**src/rtl/wave_synth_if.sv**
```systemverilog
// wave_synth_if: control and sample bundle between the function-generator
// controller (master) and the wave_synth DDS core (slave).
// The sync member and its modport entries exist only when
// WAVE_SYNTH_SYNC_EN is defined.
interface wave_synth_if #(
    parameter int DATA_W  = 12,
    parameter int PHASE_W = 24
);
    logic               enable;
    logic [1:0]         mode;
    logic [PHASE_W-1:0] phase_inc;
    logic [DATA_W-1:0]  maximum;
    logic [DATA_W-1:0]  minimum;
    logic [DATA_W-1:0]  waveform;
    logic               valid;
`ifdef WAVE_SYNTH_SYNC_EN
    logic               sync;

    modport master (
        output enable, mode, phase_inc, maximum, minimum,
        input  waveform, valid, sync
    );
    modport slave (
        input  enable, mode, phase_inc, maximum, minimum,
        output waveform, valid, sync
    );
`else
    modport master (
        output enable, mode, phase_inc, maximum, minimum,
        input  waveform, valid
    );
    modport slave (
        input  enable, mode, phase_inc, maximum, minimum,
        output waveform, valid
    );
`endif
endinterface

```
**src/rtl/wave_synth.sv**
```systemverilog
// wave_synth: direct-digital-synthesis waveform generator.
// A phase accumulator selects a sine table entry or an arithmetic shape
// (square, triangle, sawtooth); the shape is scaled into [minimum, maximum].
// Pipeline: acc (n) -> shape register with synchronous table read (n+1)
//           -> scaled waveform register (n+2).
// Optional feature macro: WAVE_SYNTH_SYNC_EN adds the start-of-period sync
// pulse, aligned with the first post-wrap sample on waveform.
// Parameter constraint: PHASE_W >= DATA_W and PHASE_W >= LUT_AW.
module wave_synth #(
    parameter int DATA_W  = 12,
    parameter int PHASE_W = 24,
    parameter int LUT_AW  = 8
) (
    input  logic        clock,
    input  logic        reset_n,
    wave_synth_if.slave bus
);

    localparam int    LUT_DEPTH = 1 << LUT_AW;
    localparam int    PROD_W    = 2 * DATA_W + 1;
    localparam real   PI        = 3.14159265358979323846;

    typedef enum logic [1:0] {
        SHAPE_SINE     = 2'd0,
        SHAPE_SQUARE   = 2'd1,
        SHAPE_TRIANGLE = 2'd2,
        SHAPE_SAW      = 2'd3
    } shape_e;

    // Sine table entry k: round((2^DATA_W-1) * (1 + sin(2*pi*k/DEPTH)) / 2).
    function automatic logic [DATA_W-1:0] sine_entry(input int k);
        real full_scale;
        real angle;
        real value;
        full_scale = (2.0 ** DATA_W) - 1.0;
        angle      = 2.0 * PI * real'(k) / real'(LUT_DEPTH);
        value      = full_scale * (1.0 + $sin(angle)) / 2.0;
        return DATA_W'($rtoi(value + 0.5));
    endfunction

    // ------------------------------------------------------------------
    // Phase accumulator
    // ------------------------------------------------------------------
    logic [PHASE_W-1:0] acc_q;
    logic [PHASE_W-1:0] acc_d;
    logic               wrap;

    // Next phase and carry out; the carry marks the start of a new period.
    always_comb begin
        {wrap, acc_d} = {1'b0, acc_q} + {1'b0, bus.phase_inc};
    end

    // Accumulator advances only on enabled cycles; phase is held otherwise.
    // NOTE: sequential state uses non-blocking (<=) so every register samples
    // pre-edge values; blocking here would create order-dependent races.
    always_ff @(posedge clock or negedge reset_n) begin
        if (!reset_n) begin
            acc_q <= '0;
        end else if (bus.enable) begin
            acc_q <= acc_d;
        end
    end

    // ------------------------------------------------------------------
    // Shadow registers for mode and output window
    // ------------------------------------------------------------------
    shape_e             mode_q;
    logic [DATA_W-1:0]  max_q;
    logic [DATA_W-1:0]  min_q;
    logic               shadow_load;

    // While running, new settings wait for the period boundary so a period is
    // never split between two shapes or windows; while idle they track freely.
    assign shadow_load = !bus.enable || wrap;

    // Shadow capture of mode/maximum/minimum.
    always_ff @(posedge clock or negedge reset_n) begin
        if (!reset_n) begin
            mode_q <= SHAPE_SINE;
            max_q  <= '0;
            min_q  <= '0;
        end else if (shadow_load) begin
            mode_q <= shape_e'(bus.mode);
            max_q  <= bus.maximum;
            min_q  <= bus.minimum;
        end
    end

    // ------------------------------------------------------------------
    // Stage 1: shape generation and window preparation
    // ------------------------------------------------------------------
    logic [DATA_W-1:0]  sine_lut [LUT_DEPTH];
    logic [DATA_W-1:0]  t;
    logic [LUT_AW-1:0]  lut_addr;
    logic [DATA_W-1:0]  s_d;
    logic [DATA_W-1:0]  span_d;
    logic [DATA_W-1:0]  s_q;
    logic [DATA_W-1:0]  span_q;
    logic [DATA_W-1:0]  base_q;
    logic               v1_q;

    // NOTE: the sine table is a constant ROM computed at elaboration; it has
    // no reset and no write port, only the registered read in stage 1.
    for (genvar k = 0; k < LUT_DEPTH; k++) begin : g_sine_lut
        assign sine_lut[k] = sine_entry(k);
    end

    assign t        = acc_q[PHASE_W-1 -: DATA_W];
    assign lut_addr = acc_q[PHASE_W-1 -: LUT_AW];

    // Shape select from the current phase and the shadowed mode.
    // NOTE: s_d gets a default before the case so no path leaves it
    // unassigned, which would otherwise infer a latch.
    always_comb begin
        s_d = '0;
        case (mode_q)
            SHAPE_SINE:     s_d = sine_lut[lut_addr];
            SHAPE_SQUARE:   s_d = t[DATA_W-1] ? '0 : '1;
            SHAPE_TRIANGLE: s_d = t[DATA_W-1] ? ~(t << 1) : (t << 1);
            SHAPE_SAW:      s_d = t;
        endcase
    end

    // An inverted window collapses to zero span, i.e. a constant minimum.
    assign span_d = (max_q >= min_q) ? (max_q - min_q) : '0;

    // Stage 1 register: shape (synchronous table read) plus the window that
    // belongs to this sample, so a window change lines up with its period.
    always_ff @(posedge clock or negedge reset_n) begin
        if (!reset_n) begin
            s_q    <= '0;
            span_q <= '0;
            base_q <= '0;
            v1_q   <= 1'b0;
        end else begin
            v1_q <= bus.enable;
            if (bus.enable) begin
                s_q    <= s_d;
                span_q <= span_d;
                base_q <= min_q;
            end
        end
    end

    // ------------------------------------------------------------------
    // Stage 2: scaling into [minimum, maximum]
    // ------------------------------------------------------------------
    logic [PROD_W-1:0]  prod;
    logic [DATA_W-1:0]  wave_d;
    logic [DATA_W-1:0]  waveform_q;
    logic               valid_q;

    // (span*s + span) >> DATA_W maps s=0 to 0 and s=full-scale to span
    // exactly, so minimum + scaled never exceeds maximum.
    always_comb begin
        prod   = PROD_W'(span_q) * PROD_W'(s_q) + PROD_W'(span_q);
        wave_d = base_q + DATA_W'(prod >> DATA_W);
    end

    // Output register; holds the last sample when no new one arrives.
    always_ff @(posedge clock or negedge reset_n) begin
        if (!reset_n) begin
            waveform_q <= '0;
            valid_q    <= 1'b0;
        end else begin
            valid_q <= v1_q;
            if (v1_q) begin
                waveform_q <= wave_d;
            end
        end
    end

    assign bus.waveform = waveform_q;
    assign bus.valid    = valid_q;

`ifdef WAVE_SYNTH_SYNC_EN
    // ------------------------------------------------------------------
    // Start-of-period marker, carried alongside the sample it belongs to
    // ------------------------------------------------------------------
    logic start_q;
    logic start1_q;
    logic sync_q;

    // start_q flags that acc_q holds the first phase of a new period; it
    // follows the sample through the same enables as the data path.
    always_ff @(posedge clock or negedge reset_n) begin
        if (!reset_n) begin
            start_q  <= 1'b0;
            start1_q <= 1'b0;
            sync_q   <= 1'b0;
        end else begin
            if (bus.enable) begin
                start_q  <= wrap;
                start1_q <= start_q;
            end
            sync_q <= v1_q && start1_q;
        end
    end

    assign bus.sync = sync_q;
`endif

endmodule

```
**src/flat_wrapper.sv**
```systemverilog
// flat-port wrapper written by rule: the top's interface ports become plain ports
module wave_synth_flat 
#(
    parameter int DATA_W  = 12,
    parameter int PHASE_W = 24,
    parameter int LUT_AW  = 8
)
  (clock, reset_n, bus_enable, bus_mode, bus_phase_inc, bus_maximum, bus_minimum, bus_waveform, bus_valid);
  wave_synth_if #(.DATA_W(DATA_W), .PHASE_W(PHASE_W)) bus_i ();
  input  logic clock;
  input  logic reset_n;
  input wire logic [$bits(bus_i.enable)-1:0] bus_enable;
  input wire logic [$bits(bus_i.mode)-1:0] bus_mode;
  input wire logic [$bits(bus_i.phase_inc)-1:0] bus_phase_inc;
  input wire logic [$bits(bus_i.maximum)-1:0] bus_maximum;
  input wire logic [$bits(bus_i.minimum)-1:0] bus_minimum;
  output wire logic [$bits(bus_i.waveform)-1:0] bus_waveform;
  output wire logic [$bits(bus_i.valid)-1:0] bus_valid;
  assign bus_i.enable = bus_enable;
  assign bus_i.mode = bus_mode;
  assign bus_i.phase_inc = bus_phase_inc;
  assign bus_i.maximum = bus_maximum;
  assign bus_i.minimum = bus_minimum;
  assign bus_waveform = bus_i.waveform;
  assign bus_valid = bus_i.valid;
  wave_synth #(.DATA_W(DATA_W), .PHASE_W(PHASE_W), .LUT_AW(LUT_AW)) u_core (.clock(clock), .reset_n(reset_n), .bus(bus_i));
endmodule
```
**config.mk**
```make
export PLATFORM = sky130hd
export DESIGN_NAME = wave_synth_flat
export DESIGN_NICKNAME = d
export VERILOG_FILES = /design/src/rtl/wave_synth_if.sv /design/src/rtl/wave_synth.sv /design/src/flat_wrapper.sv
export SDC_FILE = /design/constraint.sdc
export NUM_CORES = 1
export LEC_CHECK = 0
export CAP_MARGIN = 25
export CORE_UTILIZATION = 58
export DETAILED_ROUTE_END_ITERATION = 16
export MAX_ROUTING_LAYER = met4
export PLACE_DENSITY = 0.92
export SYNTH_ARGS = -nofsm -noshare
export SYNTH_HDL_FRONTEND = slang
export SYNTH_SLANG_ARGS = --single-unit
```
**constraint.sdc**
```tcl
create_clock -name clock -period 6.5 [get_ports clock]
set_input_delay 1.3 -clock clock [delete_from_list [all_inputs] [get_ports clock]]
set_output_delay 1.3 -clock clock [all_outputs]
set_load 0.05 [all_outputs]
```
# Yosys cells after proc, flatten, opt, wreduce, memory -nomap -nowiden
# Memories as Yosys holds them, arrays and structs flattened.
# Index checks and enable logic that the tools add are counted.
[totals]
regBits = 100
romBits = 3072
out_inout_bits = 13
word_cells = 32
n_memories = 1
[op_classes]
addsub = 4
multipliers = 1
order_cmp = 2
n_eq_ne = 3
muxes = 6
n_bitwise = 2
reduce_logical = 3
[mem_list]
columns = ["name", "words", "word_bits", "read_ports", "rd_ports_with_merged_regs", "wr", "line_no", "text"]
rows = [
  ["(no name shown)", 256, 12, 1, 0, 0, "wave_synth.sv:117", "SHAPE_SINE: s_d = sine_lut[lut_addr];"],
]
[op_table]
columns = ["cell", "n"]
rows = [
  ["$mux 12", 5],
  ["$pmux 12 s4", 1],
  ["$add 24x24->25", 1],
  ["$add 24x12->24", 1],
  ["$mul 12x12->24", 1],
  ["$add 12x12->12", 1],
  ["$ge 12x12->1", 1],
  ["$not 12->12", 1],
  ["$sub 12x12->12", 1],
  ["$ge 9x9->1 const B", 1],
  ["$not 8->9", 1],
  ["$eq 2x2->1 const B", 2],
  ["$eq 2x1->1 const B", 1],
  ["$logic_not 2->1", 1],
  ["$logic_not 1->1", 1],
  ["$logic_or 1x1->1", 1],
]

# Depth between registers and ports, before layout
# Gate-level depths: netlist (run 1).
[depth]
depth_word = 5
depth_mapped = 28

# Least setup slack after synthesis (run 1)
# No wires, ideal clock.
[synth_timing]
kind = "reg-to-reg"
startpoint = "reg u_core.s_q[0]"
endpoint = "reg u_core.waveform_q[11], in the netlist u_core.bus.waveform[11]"
setup_time_ps = 125
t_arrival_ps = 6808
required_time_ps = 6375
path_slack_ps = -432
stages_incl_launch_ff = 27
synth_period_minus_slack_ps = 6932
cell_sequence = "dfrtp_1 clkbuf_1 and2_1 fa_1 inv_1 fa_1 inv_1 fa_1 fa_1 inv_1 fa_1 inv_1 ha_1 and3_1 a221o_1 a211oi_2 nor2_1 o31a_1 xor2_1 ha_1 or2_2 a21oi_1 o21bai_1 nor3_1 a2111oi_1 xnor3_1 mux2_2"
[synth_via]
elab_chain_cells = 3
[synth_lines]
columns = ["item", "line_no", "text"]
rows = [
  ["start, declared", "wave_synth.sv:97", "logic [DATA_W-1:0] s_q;"],
  ["start signal, assigned", "wave_synth.sv:131", "s_q <= '0;"],
  ["start signal, assigned", "wave_synth.sv:138", "s_q <= s_d;"],
  ["$mul 12x12->24", "wave_synth.sv:156", "prod = PROD_W'(span_q) * PROD_W'(s_q) + PROD_W'(span_q);"],
  ["$add 24x12->24", "wave_synth.sv:156", ""],
  ["$add 12x12->12", "wave_synth.sv:157", "wave_d = base_q + DATA_W'(prod >> DATA_W);"],
  ["end signal, assigned", "wave_synth.sv:168", "waveform_q <= wave_d;"],
  ["end, declared", "wave_synth.sv:150", "logic [DATA_W-1:0] waveform_q;"],
]
# No other way between the ends.
# A chain may end at the register's enable or synchronous reset.

# Worst setup path in the final report (run 1)
# Same ends and word-level chain as after synthesis.

==> results of run 1 <==
==> registers in the layout, summed over array words and instances, names as in the netlist <==
register / count
u_core.base_q: 12
u_core.bus.waveform: 12
u_core.min_q: 12
u_core.bus.valid: 1
u_core.acc_q: 24
u_core.max_q: 12
u_core.s_q: 12
u_core.span_q: 12
u_core.mode_q: 2
u_core.v1_q: 1
==> layer usage <==
metal / up-vias / track usage [%] / share of wire (%)
li1: 6988 / - / -
met1: 7669 / 49.4 / 39
met4: 0 / 14.6 / 4.1
met5: - / - / 0
met3: 216 / 8.46 / 12
met2: 1093 / 59.9 / 45
==> metrics by stage <==
stage | instance area, µm² | std cells | setup TNS [ns] | utilization, %
finish | 17300 | 2317 | -0.565 | 65.8
global route | 17300 | 2317 | -1.58 | 65.8
CTS | 17100 | 2305 | -0.177 | 65.0
detailed placement | 16700 | 2284 | -0.632 | 63.5
global placement | 16700 | 2283 | -0.0941 | 63.4
floorplan | 15700 | 1963 | 0 | -
==> cell usage in the layout (no fill, tap or decap), drive strengths merged, types with 54 or more instances in the layout <==
cell type,instances
a21oi,119
inv,212
nand2,179
nor2,102
o211ai,54
nand3,67
and2,71
o21ai,99
buf,95
dfrtp,100
ha,127
fa,113
clkdlybuf4s50,63
==> kinds of logic (layout without fill, tap and decap cells) <==
| group | after synthesis | count (layout) |
|---|---|---|
| AO/OA/AOI/OAI | 563 | 563 |
| XOR/XNOR | 36 | 36 |
| adder cells (fa/ha/maj) | 240 | 240 |
| buffers and inverters | 369 | 388 |
| flip-flops | 100 | 100 |
| multiplexers | 41 | 41 |
| AND/OR/NAND/NOR | 614 | 614 |
==> area by class of cell <==
cell class	count	area (µm²)
clock buffer	9	225
clock inverter	7	86.3
fill	2124	8980
inverter	214	803
multi-input combinational	1494	11900
sequential	100	2520
tap	335	419
timing repair buffer	158	1370
==> final timing paths <==
path,startpoint,endpoint
max in group asynchronous,reset_n,u_core.acc_q[19]
min in group asynchronous,reset_n,u_core.bus.waveform[6]
setup reg to reg,u_core.s_q[0],u_core.bus.waveform[11]
setup / recovery,u_core.s_q[0],u_core.bus.waveform[11]
hold / removal,u_core.bus.waveform[6],u_core.bus.waveform[6]
hold reg to reg,u_core.bus.waveform[6],u_core.bus.waveform[6]
==> what timing repair did <==
action,CTS,global route
setup endpoints to repair,5,7
hold endpoints to repair,0,0
resized for setup,14,38
setup buffers,5,11
pin swaps,12,20
==> worst max-delay path, cell delays in order (launching register included) <==
cell and delay [ns]:
dfrtp_2 0.45, and2_4 0.16, fa_1 0.54, inv_2 0.04, fa_1 0.48, inv_1 0.05, fa_1 0.46, fa_1 0.51
inv_1 0.06, fa_1 0.49, inv_2 0.05, ha_4 0.21, a21o_1 0.16, a221o_1 0.38, a211oi_4 0.25, nor2_4 0.08
or2_4 0.30, a21oi_4 0.19, xnor2_2 0.08, ha_1 0.36, nand3_1 0.14, o211ai_1 0.18, o21bai_4 0.18, nor3_2 0.07
a2111oi_2 0.24, xnor3_1 0.26, mux2_2 0.27
==> impl_table.tex, run 1 <==
\begin{tabular}{lr}
\hline
Metric & Value \\
\hline
\multicolumn{2}{l}{\textbf{Yosys}} \\
\quad Flop and latch count out of synthesis & 100 \\
\quad Dominant combinational cell family by area after synthesis & compound AO/OA/AOI/OAI gates \\
\quad Number of nets in the synthesized netlist & 2,256 \\
\quad Xor and xnor area share after synthesis & 2.11\% \\
\quad Dominant cell by count in the synthesized netlist & inv\_1 \\
\quad Biggest area contributors in the synthesized netlist & dfrtp\_1 16\%, fa\_1 14\%, ha\_1 10\% \\
\quad Sequential cell area fraction in the yosys report & 16.0\% \\
\quad Avg Synthesized Cell Area & 7.96 µm² \\
\quad Number of distinct library cells after synthesis & 86 \\
\quad Synth Area in Simple Gates & 19.6\% \\
\quad Share of flip-flops with an asynchronous set or reset & 100\% \\
\quad Gate Count Post-Synth & 1,963 \\
\quad Portion of netlist area occupied by mux cells & 3.20\% \\
\quad Share of the synthesized area in the top cell type & 16.0\% \\
\quad Leading register cell type out of synthesis & dfrtp\_1 \\
\quad Post-Synthesis Cell Area & 15,600 µm² \\
\quad Post-Synth Adder-Cell Area & 24.6\% \\
\quad Yosys warnings & 0 \\
\quad Top cell type by total area after synthesis & dfrtp\_1 \\
\quad Number of synthesized flops with an enable pin & 0 \\
\quad Synth Area in Compound Gates & 25.1\% \\
\quad Most frequent cells after synthesis & 208 x inv\_1, 179 x nand2\_1, 127 x ha\_1, 118 x a21oi\_1, 113 x fa\_1 \\
\multicolumn{2}{l}{\textbf{Placement}} \\
\quad Detail Placement HPWL & 37,700 µm \\
\quad Count of input and output buffers & 65 \\
\quad Global placement routability congestion & 1.05 \\
\quad Post-Place Setup Slack & -0.218 ns \\
\multicolumn{2}{l}{\textbf{Timing}} \\
\quad Slew @ Worst Pin & 1.05 ns \\
\quad Highest Clock Rate & 149 MHz \\
\quad Tightest hold margin & 0.496 ns \\
\quad Max-slew violation count & 0 \\
\quad Ratio of final minimum period to clock period & 104\% \\
\quad Clock period minus final worst setup slack & 6.73 ns \\
\quad Final number of hold-violating endpoints & 0 \\
\quad Final Setup Violations & 5 \\
\quad Final setup skew & 0.0201 ns \\
\quad Max-slew headroom & 29.9\% \\
\quad Setup repair after global routing missed its margin & true \\
\quad Setup slack of the critical path after layout & -0.234 ns \\
\multicolumn{2}{l}{\textbf{CTS}} \\
\quad TritonCTS clock tree & built \\
\quad Post-cts hold buffer count & 0 \\
\quad Htree depth & 3 \\
\quad Total clock sinks & 100 \\
\quad CTS max path bufs & 2 \\
\quad Clock transition at the register clock pins on the worst setup and hold paths after CTS & 0.08 ns \\
\quad Number of buffers created by CTS & 9 \\
\quad Clock network latency to the later pin of the worst-skew pair & 0.37 ns \\
\quad CTS Root Buffer Type & clkbuf\_16 \\
\multicolumn{2}{l}{\textbf{Min path}} \\
\quad Type of the worst min-delay path & flop to flop \\
\quad Worst hold path stage count & 1 \\
\multicolumn{2}{l}{\textbf{Finish}} \\
\quad Synth-to-layout area growth & 10.7\% \\
\quad Fraction of layout cells with a size suffix above 1 & 11.6\% \\
\quad Final net count & 2,270 \\
\quad Antenna Cells & 0 \\
\multicolumn{2}{l}{\textbf{Flow run}} \\
\quad Count of max-cap constraint violations & 0 \\
\multicolumn{2}{l}{\textbf{Drt}} \\
\quad Antenna-violating nets left & 0 \\
\quad DRC & 0 \\
\quad Number of detailed-routing iterations run before antenna repair & 7 \\
\quad DRC violation total after the first TritonRoute iteration & 2,321 \\
\quad Detailed-route wire length per cell & 22.5 µm \\
\quad Detailed Route WL & 52,200 µm \\
\quad Detailed-route vias per instance & 6.89 \\
\quad Via total after detailed routing & 16,000 \\
\multicolumn{2}{l}{\textbf{Worst setup path}} \\
\quad Required arrival time at the worst endpoint & 6.76 ns \\
\quad WP data arrival & 6.99 ns \\
\quad Number of cell instances on the worst register-to-register path & 26 \\
\quad Kind of critical path & flop to flop \\
\quad Critical Path End Type & flop \\
\quad Maximum fanout along the worst path & 6 \\
\quad Worst-case register-to-register setup slack & -0.23 ns \\
\quad Critical Path Start Type & flop \\
\multicolumn{2}{l}{\textbf{Die}} \\
\quad Die area & 27,600 µm² \\
\quad Die width & 166 µm \\
\quad Site Rows & 59 \\
\quad I/O pins & 66 \\
\quad Floorplan die height & 166 µm \\
\quad Initial standard-cell utilization of the core & 59.5\% \\
\quad Core outline area & 26,300 µm² \\
\multicolumn{2}{l}{\textbf{Global route}} \\
\quad Vias in the first global route & 15,700 \\
\quad Pin count of the biggest net entering global routing & 80 \\
\quad Remaining Overflow, GRT & 0 \\
\quad Number of antenna violations at the first check in global routing & 0 \\
\quad First-pass GRT wire length & 83,000 µm \\
\quad GRT Resource Usage Total & 38.7\% \\
\multicolumn{2}{l}{\textbf{Run status}} \\
\quad Failing checks & negative setup slack \\
\quad Status & finished, violations left \\
\hline
\end{tabular}
Power of run 1 is left out: the tool's default activity adds up to more than one toggle a clock period on the data nets, which glitch-free logic cannot reach.
==> inputs of run 2 (changes only) <==
Settings changed: CORE_UTILIZATION 58 to 60, PLACE_DENSITY 0.92 to 0.91.
Clock period 6.5 ns to 8.6 ns, I/O delays scaled along.
==> impl_table.tex, run 2 (synthesized netlist as in run 1, its figures left out) <==
\begin{tabular}{lr}
\hline
Metric & Value \\
\hline
\multicolumn{2}{l}{\textbf{Run status}} \\
\quad Status & complete, no violations \\
\multicolumn{2}{l}{\textbf{Worst setup path}} \\
\quad CP max-delay cell & dfrtp\_1 \\
\quad Gate family responsible for the most delay along the worst path & adder cells \\
\quad WP data arrival & 7.68 ns (+0.69 ns) \\
\quad Critical Path Start Type & flop \\
\quad Longest individual stage delay on the worst path & 0.56 ns (+0.02 ns) \\
\quad Required arrival time at the worst endpoint & 8.86 ns (+2.10 ns) \\
\quad Crit path top cell by count & fa\_1 \\
\quad WP buf/inv & 4 (unchanged) \\
\quad Critical Path End Type & flop \\
\quad Maximum fanout along the worst path & 13 (+7) \\
\quad Kind of critical path & flop to flop \\
\multicolumn{2}{l}{\textbf{Drt}} \\
\quad Detailed Route WL & 50,700 µm (-2.8\%) \\
\quad Detailed-route vias per instance & 6.90 (+0.16\%) \\
\quad DRC & 0 (unchanged) \\
\quad DRC violation total after the first TritonRoute iteration & 2,044 (-12\%) \\
\quad Via total after detailed routing & 15,500 (-3.0\%) \\
\quad Number of detailed-routing iterations run before antenna repair & 7 (unchanged) \\
\quad Detailed-route wire length per cell & 22.6 µm (+0.31\%) \\
\quad Antenna-violating nets left & 0 (unchanged) \\
\multicolumn{2}{l}{\textbf{CTS}} \\
\quad Clock network latency to the later pin of the worst-skew pair & 0.37 ns (about the same) \\
\quad CTS Root Buffer Type & clkbuf\_16 \\
\quad Total clock sinks & 100 (unchanged) \\
\quad Number of buffers created by CTS & 9 (unchanged) \\
\quad Number of gates resized after cts & 0 (-14) \\
\quad Post-cts hold buffer count & 0 (unchanged) \\
\quad Htree depth & 3 (unchanged) \\
\quad Post-CTS setup buffers & 0 (-5) \\
\quad CTS max path bufs & 2 (unchanged) \\
\quad TritonCTS clock tree & built \\
\quad Clock transition at the register clock pins on the worst setup and hold paths after CTS & 0.09 ns (about the same) \\
\multicolumn{2}{l}{\textbf{Finish}} \\
\quad Final net count & 2,201 (-3.0\%) \\
\quad Max FFs per register & 24 (unchanged) \\
\quad Synth-to-layout area growth & 6.03\% \\
\quad Fraction of layout cells with a size suffix above 1 & 5.54\% (-6.0 points) \\
\quad Commonest non-fill, non-tap cells in the layout & 208 x inv\_1, 179 x nand2\_1, 127 x ha\_1 \\
\quad Most common cell after layout, fill and taps aside & inv\_1 \\
\quad Top reg by flops & u\_core.acc\_q \\
\quad \# fillers & 2,082 (-2.0\%) \\
\multicolumn{2}{l}{\textbf{Placement}} \\
\quad Global placement routability congestion & 1.00 (-5.0\%) \\
\quad Detail Placement HPWL & 36,800 µm (-2.6\%) \\
\quad Count of input and output buffers & 65 (unchanged) \\
\multicolumn{2}{l}{\textbf{Min path}} \\
\quad Type of the worst min-delay path & flop to flop \\
\multicolumn{2}{l}{\textbf{Timing}} \\
\quad Slew @ Worst Pin & 1.02 ns (-0.0252 ns) \\
\quad Ratio of final minimum period to clock period & 86.3\% (-17 points) \\
\quad Max-slew violation count & 0 (unchanged) \\
\quad Highest Clock Rate & 135 MHz (-9.2\%) \\
\quad Max-slew headroom & 32.0\% (+2.1 points) \\
\quad Final Setup Violations & 0 (-5) \\
\quad Final setup skew & 0.0210 ns (+0.000902 ns) \\
\quad Clock period minus final worst setup slack & 7.42 ns (+0.685 ns) \\
\quad Final number of hold-violating endpoints & 0 (unchanged) \\
\quad Aggregate negative setup slack & 0 ns (+0.565 ns) \\
\quad Setup repair after global routing missed its margin & false \\
\multicolumn{2}{l}{\textbf{Die}} \\
\quad Site Rows & 58 (-1.7\%) \\
\quad Die area & 26,700 µm² (-3.3\%) \\
\quad Floorplan die height & 163 µm (-1.7\%) \\
\quad Core outline area & 25,400 µm² (-3.4\%) \\
\quad I/O pins & 66 (unchanged) \\
\quad Die width & 163 µm (-1.7\%) \\
\quad Initial standard-cell utilization of the core & 61.5\% (+2.1 points) \\
\multicolumn{2}{l}{\textbf{Flow run}} \\
\quad Count of max-cap constraint violations & 0 (unchanged) \\
\multicolumn{2}{l}{\textbf{Global route}} \\
\quad Remaining Overflow, GRT & 0 (unchanged) \\
\quad Number of antenna violations at the first check in global routing & 1 (+1) \\
\quad First-pass GRT wire length & 79,700 µm (-3.9\%) \\
\quad Pin count of the biggest net entering global routing & 83 (+3.8\%) \\
\quad GRT Resource Usage Total & 39.3\% (+0.65 points) \\
\quad Vias in the first global route & 15,000 (-4.5\%) \\
\hline
\end{tabular}
-- run 2: changes by cell type in the layout (fill, tap and decap cells not counted), sizes merged --
cell,previous run,this run
clkinv,9,10
diode,0,1
buf,95,26
inv,212,211
-- run 2: through the flow --
step	cells	hold WS [ns]	worst slack (ns)	util (%)	instance area [µm²]
after detailed placement	2225	0.470	1.21	63.8	16200
after global placement	2225	0.464	1.40	63.8	16200
after global routing	2244	0.509	0.909	65.2	16600
final	2244	0.489	1.18	65.2	16600
after floorplan	1963	0.379	1.67	-	15600
after CTS	2241	0.490	1.20	65.0	16500
-- run 2: cell type report --
type	instances	area [µm²]	share of cell area (%)
clock buffer	9	225	1.36
tap	330	413	2.49
sequential	100	2510	15.1
inverter	214	803	4.85
multi-input combinational	1494	11700	70.5
timing repair buffer	89	856	5.16
antenna	1	2.50	0.0151
clock inverter	7	86.3	0.521
-- run 2: final timing paths --
kind                                              from                 endpoint  cells past startpoint  slack, ns
worst max-delay path                     u_core.s_q[6]  u_core.bus.waveform[11]                     26       1.18
worst min-delay path            u_core.bus.waveform[6]   u_core.bus.waveform[6]                      1       0.49
worst max register to register           u_core.s_q[6]  u_core.bus.waveform[11]                     26       1.18
worst min register to register  u_core.bus.waveform[6]   u_core.bus.waveform[6]                      1       0.49
max in group asynchronous                      reset_n         u_core.acc_q[19]                      2       5.93
min in group asynchronous                      reset_n   u_core.bus.waveform[0]                      1       1.31
-- run 2: layer usage --
metal  wire (µm)  GRT usage, %  up-vias
met1       20300          51.6     7469
met2       22600          58.8      968
met3        5660          9.07      195
li1            -             -     6856
met5           0             -        -
met4        2080          14.8        0
Power of run 2 is left out for the same reason.
